### src/rtl/sram_arb_pkg.sv
// Shared definitions for the two-port SRAM arbiter: default widths,
// the lock FSM state encoding and the o_owner packing.
package sram_arb_pkg;

   localparam int SRAM_DATA_W = 256;
   localparam int SRAM_ADDR_W = 4;

   typedef enum logic [1:0] {
      ARB_IDLE  = 2'd0,
      ARB_LOCK0 = 2'd1,
      ARB_LOCK1 = 2'd2
   } arb_lock_state_t;

   // Requester identities as they appear in o_owner[0]
   localparam logic OWNER_R0 = 1'b0;
   localparam logic OWNER_R1 = 1'b1;

   // o_owner = {lock active, last granted requester}
   function automatic logic [1:0] pack_owner(input logic lock_active,
                                             input logic requester);
      return {lock_active, requester};
   endfunction

endpackage

### src/rtl/sram_arb_rd_pipe.sv
// Read-return tracker: carries the valid flag and requester id of each
// issued SRAM read for READ_LATENCY cycles so the data-valid strobe lines
// up with the SRAM readdata and lands on the requester that asked for it.
module sram_arb_rd_pipe
   import sram_arb_pkg::*;
#(
   parameter int READ_LATENCY = 1
)(
   input  logic clk,
   input  logic rst,
   input  logic issue_valid,
   input  logic issue_owner,
   output logic rvalid0,
   output logic rvalid1
);

   logic [READ_LATENCY-1:0] vld;
   logic [READ_LATENCY-1:0] own;

   // Shift the read tag along one stage per cycle; reset drops every read in flight
   always_ff @(posedge clk) begin
      if (rst) begin
         vld <= '0;
         own <= '0;
      end else begin
         vld[0] <= issue_valid;
         own[0] <= issue_owner;
         for (int i = 1; i < READ_LATENCY; i++) begin
            vld[i] <= vld[i-1];
            own[i] <= own[i-1];
         end
      end
   end

   assign rvalid0 = vld[READ_LATENCY-1] && (own[READ_LATENCY-1] == OWNER_R0);
   assign rvalid1 = vld[READ_LATENCY-1] && (own[READ_LATENCY-1] == OWNER_R1);

endmodule

### src/rtl/sram_port_arbiter.sv
// Two-requester SRAM port arbiter (r0 = matrix engine, r1 = host loader).
// Round-robin grant, one access per cycle, registered SRAM command and a
// tagged read-return pipeline. Optional ownership locking is compiled in
// when the macro SRAM_ARB_LOCK_EN is defined; without it the lock inputs
// have no effect and the lock FSM stays in ARB_IDLE.
module sram_port_arbiter
   import sram_arb_pkg::*;
#(
   parameter int DATA_W       = SRAM_DATA_W,
   parameter int ADDR_W       = SRAM_ADDR_W,
   parameter int READ_LATENCY = 1
)(
   input  logic              i_clk,
   input  logic              i_rst,
   input  logic              i_req0,
   input  logic              i_req1,
   input  logic              i_we0,
   input  logic              i_we1,
   input  logic [ADDR_W-1:0] i_addr0,
   input  logic [ADDR_W-1:0] i_addr1,
   input  logic [DATA_W-1:0] i_wdata0,
   input  logic [DATA_W-1:0] i_wdata1,
   input  logic              i_lock0,
   input  logic              i_lock1,
   output logic              o_gnt0,
   output logic              o_gnt1,
   output logic              o_rvalid0,
   output logic              o_rvalid1,
   output logic [DATA_W-1:0] o_rdata,
   output logic [ADDR_W-1:0] o_sram_addr,
   output logic              o_sram_wr_en,
   output logic [DATA_W-1:0] o_sram_wdata,
   input  logic [DATA_W-1:0] i_sram_rdata,
   output logic [1:0]        o_owner
);

   arb_lock_state_t   lock_state;
   arb_lock_state_t   lock_state_next;
   logic              rr_last;
   logic              lock_hold0;
   logic              lock_hold1;
   logic              gnt0;
   logic              gnt1;
   logic              any_gnt;
   logic              sel_id;
   logic              sel_we;
   logic [ADDR_W-1:0] sel_addr;
   logic [DATA_W-1:0] sel_wdata;
   logic              cmd_rd_valid;
   logic              cmd_rd_owner;
   logic              rvalid0;
   logic              rvalid1;

   // A lock only binds while its owner keeps the lock line high; the cycle it
   // drops, arbitration falls back to plain round robin.
   assign lock_hold0 = (lock_state == ARB_LOCK0) && i_lock0;
   assign lock_hold1 = (lock_state == ARB_LOCK1) && i_lock1;

   // Grant selection: lock owner first, otherwise the requester that did not win last
   always_comb begin
      gnt0 = 1'b0;
      gnt1 = 1'b0;
      if (!i_rst) begin
         if (lock_hold0) begin
            gnt0 = i_req0;
         end else if (lock_hold1) begin
            gnt1 = i_req1;
         end else if (i_req0 && i_req1) begin
            if (rr_last == OWNER_R1) begin
               gnt0 = 1'b1;
            end else begin
               gnt1 = 1'b1;
            end
         end else begin
            gnt0 = i_req0;
            gnt1 = i_req1;
         end
      end
   end

   assign o_gnt0    = gnt0;
   assign o_gnt1    = gnt1;
   assign any_gnt   = gnt0 || gnt1;
   assign sel_id    = gnt1 ? OWNER_R1 : OWNER_R0;
   assign sel_we    = gnt1 ? i_we1    : i_we0;
   assign sel_addr  = gnt1 ? i_addr1  : i_addr0;
   assign sel_wdata = gnt1 ? i_wdata1 : i_wdata0;

   // Lock FSM next state; a lock taken with a grant applies from the next cycle
   always_comb begin
      lock_state_next = ARB_IDLE;
`ifdef SRAM_ARB_LOCK_EN
      if (lock_hold0) begin
         lock_state_next = ARB_LOCK0;
      end else if (lock_hold1) begin
         lock_state_next = ARB_LOCK1;
      end else if (gnt0 && i_lock0) begin
         lock_state_next = ARB_LOCK0;
      end else if (gnt1 && i_lock1) begin
         lock_state_next = ARB_LOCK1;
      end
`endif
   end

   // Arbitration state: lock FSM, round-robin pointer and the owner status word
   always_ff @(posedge i_clk) begin
      if (i_rst) begin
         lock_state <= ARB_IDLE;
         rr_last    <= OWNER_R1;
         o_owner    <= '0;
      end else begin
         lock_state <= lock_state_next;
         if (any_gnt) begin
            rr_last <= sel_id;
         end
         o_owner <= pack_owner(lock_state_next != ARB_IDLE,
                               any_gnt ? sel_id : o_owner[0]);
      end
   end

   // Registered SRAM command; address and write data hold when nothing is granted
   always_ff @(posedge i_clk) begin
      if (i_rst) begin
         o_sram_addr  <= '0;
         o_sram_wr_en <= 1'b0;
         o_sram_wdata <= '0;
         cmd_rd_valid <= 1'b0;
         cmd_rd_owner <= OWNER_R0;
      end else begin
         o_sram_wr_en <= any_gnt && sel_we;
         cmd_rd_valid <= any_gnt && !sel_we;
         cmd_rd_owner <= sel_id;
         if (any_gnt) begin
            o_sram_addr <= sel_addr;
            if (sel_we) begin
               o_sram_wdata <= sel_wdata;
            end
         end
      end
   end

   sram_arb_rd_pipe #(
      .READ_LATENCY (READ_LATENCY)
   ) u_rd_pipe (
      .clk         (i_clk),
      .rst         (i_rst),
      .issue_valid (cmd_rd_valid),
      .issue_owner (cmd_rd_owner),
      .rvalid0     (rvalid0),
      .rvalid1     (rvalid1)
   );

   assign o_rvalid0 = rvalid0;
   assign o_rvalid1 = rvalid1;

   // Readdata is shared; it is forced to zero whenever no read is returning
   assign o_rdata = (rvalid0 || rvalid1) ? i_sram_rdata : '0;

endmodule

### config.mk
export PLATFORM = sky130hd
export DESIGN_NAME = sram_port_arbiter
export DESIGN_NICKNAME = d
export VERILOG_FILES = /design/src/rtl/sram_arb_pkg.sv /design/src/rtl/sram_arb_rd_pipe.sv /design/src/rtl/sram_port_arbiter.sv
export SDC_FILE = /design/constraint.sdc
export NUM_CORES = 1
export LEC_CHECK = 0
export ABC_AREA = 1
export CORE_AREA = 10 10 500 502
export DETAILED_ROUTE_END_ITERATION = 8
export DIE_AREA = 0 0 510 512
export SYNTH_ARGS = -nofsm -noshare
export SYNTH_HDL_FRONTEND = slang
export SYNTH_SLANG_ARGS = --single-unit
### constraint.sdc
create_clock -name i_clk -period 2.02 [get_ports i_clk]
set_clock_uncertainty 0.15 [all_clocks]
set_input_delay 0.303 -clock i_clk [delete_from_list [all_inputs] [get_ports i_clk]]
set_output_delay 0.303 -clock i_clk [all_outputs]
set_load 0.03 [all_outputs]
==> metrics.md <==
| Metric | Value |
|---|---|
| Met3 usage | under 10% |
| Hold_sp | i_rst |
| Multiplexer area fraction after synthesis | 0% |
| TritonCTS clock tree | built |
| Routed len/inst | roughly 29 um |
| R2r setup slk | 100 ps |
| Die ar. | approximately 260000 um2 |
| Synthesis Warnings | 0 |
| First-pass GRT wire length | ~260000 um |
| Grt met2 use | 27.8% |
| Grt peak-use layer | met2 |
| Reg clk slew, reported paths | about 50 ps |
| Leak | 21.2 nW |
| Max Root-Sink Buffers | 3 |
| Post-layout min period | between 2000 and 2500 ps |
| Cell Area, Synth | roughly 16000 um2 |
| CP arrival | 1850 ps |
| Power Total | between 20 and 25 mW |
| Critical path fanouts, max | 6 |
| Measured slew at the worst slew-check pin | ~530 ps |
| Req. time, crit path | 1570 ps |
| Clock latency on the worst-skew pair | ~580 ps |
| Row cnt | 180 |
| Total Wirelength | approximately 220000 um |
| Simple-Gate Fraction of Synth Area | between 40 and 50% |
| Post-Synth Adder-Cell Area | 0% |
| Met1 Use GR | about 16% |
| CTS Sinks | about 270 |
| IO Pins | roughly 1300 |
| RSZ-0062 raised after global routing | yes |
| WS Path Type | reg -> out |
| Final instance area | 39200 um2 |
| Status | complete, but fails checks |
| Post-route setup slack | -285 ps |
| Register area share after synthesis | about 33% |
| Placer Congestion | 0.942 |
| Die W | about 510 um |
| Gr ovfl total | 0 |
| Final hold vios | 0 |
| Max-slew violation count | 0 |
| Rel. slew slack | between 60% and 70% |
| Hold-fix buffer count after cts | 0 |
| Util after Layout | 16.4% |
| Clk root buf | clkbuf_16 |
| Initial Util | between 6 and 7% |
| Largest family of logic cells by synthesized area | simple AND/OR/NAND/NOR gates |
| Maximum number of pins on one net before global-route repair | 65 |
| R2R Path Start | rr_last |
| Share of the synthesized area in the top cell type | 36.2% |
| Reg2Reg Capture Point | o_sram_wdata[85] |
| Max Clk Rate | 434 MHz |
| VDD IR-drop max | 0.000598 V |
| Vias | between 20000 and 25000 |
| Power per Cell Area | about 530 nW/um2 |
| Critical Path Source | u_rd_pipe.vld |
| CTS Buf Count | 39 |
| Placed standard-cell area | approximately 36000 um2 |
| Layout cell share with drive strength beyond 1 | a little over a fifth |
| DRT antenna net count | 0 |
| Core Footprint | approximately 240000 um2 |
| Htree depth | 2 |
| Drt pass-1 iters | 5 |
| Fin Setup TNS | -47650 ps |
| Fillers | roughly 27000 |
| Vias in the first global route | approximately 22000 |
| Cell accounting for the most synthesized area | nand2_1 |
| Critical Path Sink Type | output pin |
| DRC | 0 |
| Setup crit end | o_rdata[13] |
| Post-synth net total | 3831 |
| Die Ht | approximately 510 um |
| Final setup violation count | 258 |
| Startpoint Class | register |
| GRT Util Overall | between 10% and 20% |
| Antenna violations before repair | approximately 200 |
| Synth Area in XOR/XNOR | 0% |
| Post-synthesis compound-gate area fraction | less than 1% |
| Final Net Count | around 5200 |
| Worst Reg-to-Reg Cells | 9 |
| Via density | slightly above 3 |
| Area Overhead vs Synth | 146% |
| Hold Crit Class | in -> reg |
| Syn avg cell area | 5.24 um2 |
| Library cells used by synthesis | 18 |
| Initial DRC count | about 1700 |
| Max-cap violations | 0 |
| Fin crit share | 114% |
| Top cells by area in the synthesized netlist | nand2_1 36%, dfxtp_1 33%, inv_1 12% |
| Failing checks | negative setup slack |
| Post-Synthesis Cells | a little over 3000 |
| Detail Placement HPWL | ~200000 um |
| FF+latch count, synth | 267 |
| Port bufs | between 1000 and 1500 |
[flip-flops by register name (all words and copies together) (netlist names)]
register / flops
o_sram_wr_en: 1
o_owner: 1
cmd_rd_owner: 1
u_rd_pipe.own: 1
cmd_rd_valid: 1
u_rd_pipe.vld: 1
o_sram_addr: 4
rr_last: 1
o_sram_wdata: 256
[critical path: stages (launching register included)]
cell       delay, ps
dfxtp_4          420
buf_8            160
buf_16           170
clkbuf_16        210
nand2_2           60
inv_2             70
buf_12           130
[final cells by class]
cell class                 count  area, um2  area share [%]
antenna                       26       65.1           0.166
clock buffer                  53       1110            2.83
clock inverter                17        169           0.431
inverter                     524       2120            5.40
multi-input combinational   2083       8580            21.9
sequential                   267       5350            13.6
tap                         3185       3990            10.2
timing repair buffer        1485      17800            45.5
[Yosys cell counts]
cell         n
nand2_1   1541
inv_1      522
nor2_1     520
dfxtp_1    267
buf_2       97
clkbuf_1    59
buf_1        9
buf_4        8
o21ai_0      8
nand3_1      7
inv_2        2
a21boi_0     1
a21oi_1      1
conb_1       1
nand3_2      1
nor2_2       1
nor2_4       1
o211ai_1     1
[metal layers]
layer | routed length [um] | up-vias
li1 | - | 11279
met1 | 74400 | 10335
met2 | 108000 | 1471
met3 | 30400 | 430
met4 | 7830 | 96
met5 | 588 | -
[cells in the final DEF, fill, tap and decap left out, drive strengths merged]
cell type,count
inv,527
buf,541
dlygate4sd2,15
nor2,522
clkinv,10
nand2,1541
a21oi,1
nand3,8
o21ai,8
dlymetal6s2s,126
clkbuf,72
clkinvlp,2
conb,1
o211ai,1
bufinv,2
clkdlybuf4s50,780
clkdlybuf4s15,1
a21boi,1
bufbuf,3
dfxtp,267
diode,26
[what timing repair did]
action                                  4_1_cts  5_1_grt
buffers inserted                             13        8
pin swaps                                     4       56
gates resized for setup                     111      571
gates cloned                                  7       20
endpoints found under the setup margin      401      547
[worst min path at each step]
stage	end	slack [ps]	depth (start not counted)
floorplan	u_rd_pipe.own	220	1
global placement	u_rd_pipe.own	290	2
detailed placement	u_rd_pipe.own	260	2
CTS	u_rd_pipe.own	60	4
global route	u_rd_pipe.own	100	4
finish	u_rd_pipe.own	120	4
[logic make-up after synthesis]
family          count (synthesis)
simple gates                 2071
buf+inv                       697
flops                         267
compound gates                 11
other cells                     1
[per-stage QoR]
step | std cells | setup WS [ps] | hold WS [ps]
global placement | 7496 | -387 | 290
finish | 7640 | -285 | 124
detailed placement | 7496 | -391 | 259
global route | 7623 | -343 | 95.8
floorplan | 3047 | 212 | 224
CTS | 7586 | -331 | 56.8
[where the power goes]
part | internal (mW) | leakage [nW] | total (mW) | switching [mW]
sequential | 5.69 | 2.20 | 5.94 | 0.249
clock | 4.13 | 0.629 | 7.21 | 3.08
combinational | 3.38 | 18.4 | 7.56 | 4.18
Note: power is estimated with default switching activity, not from simulation.
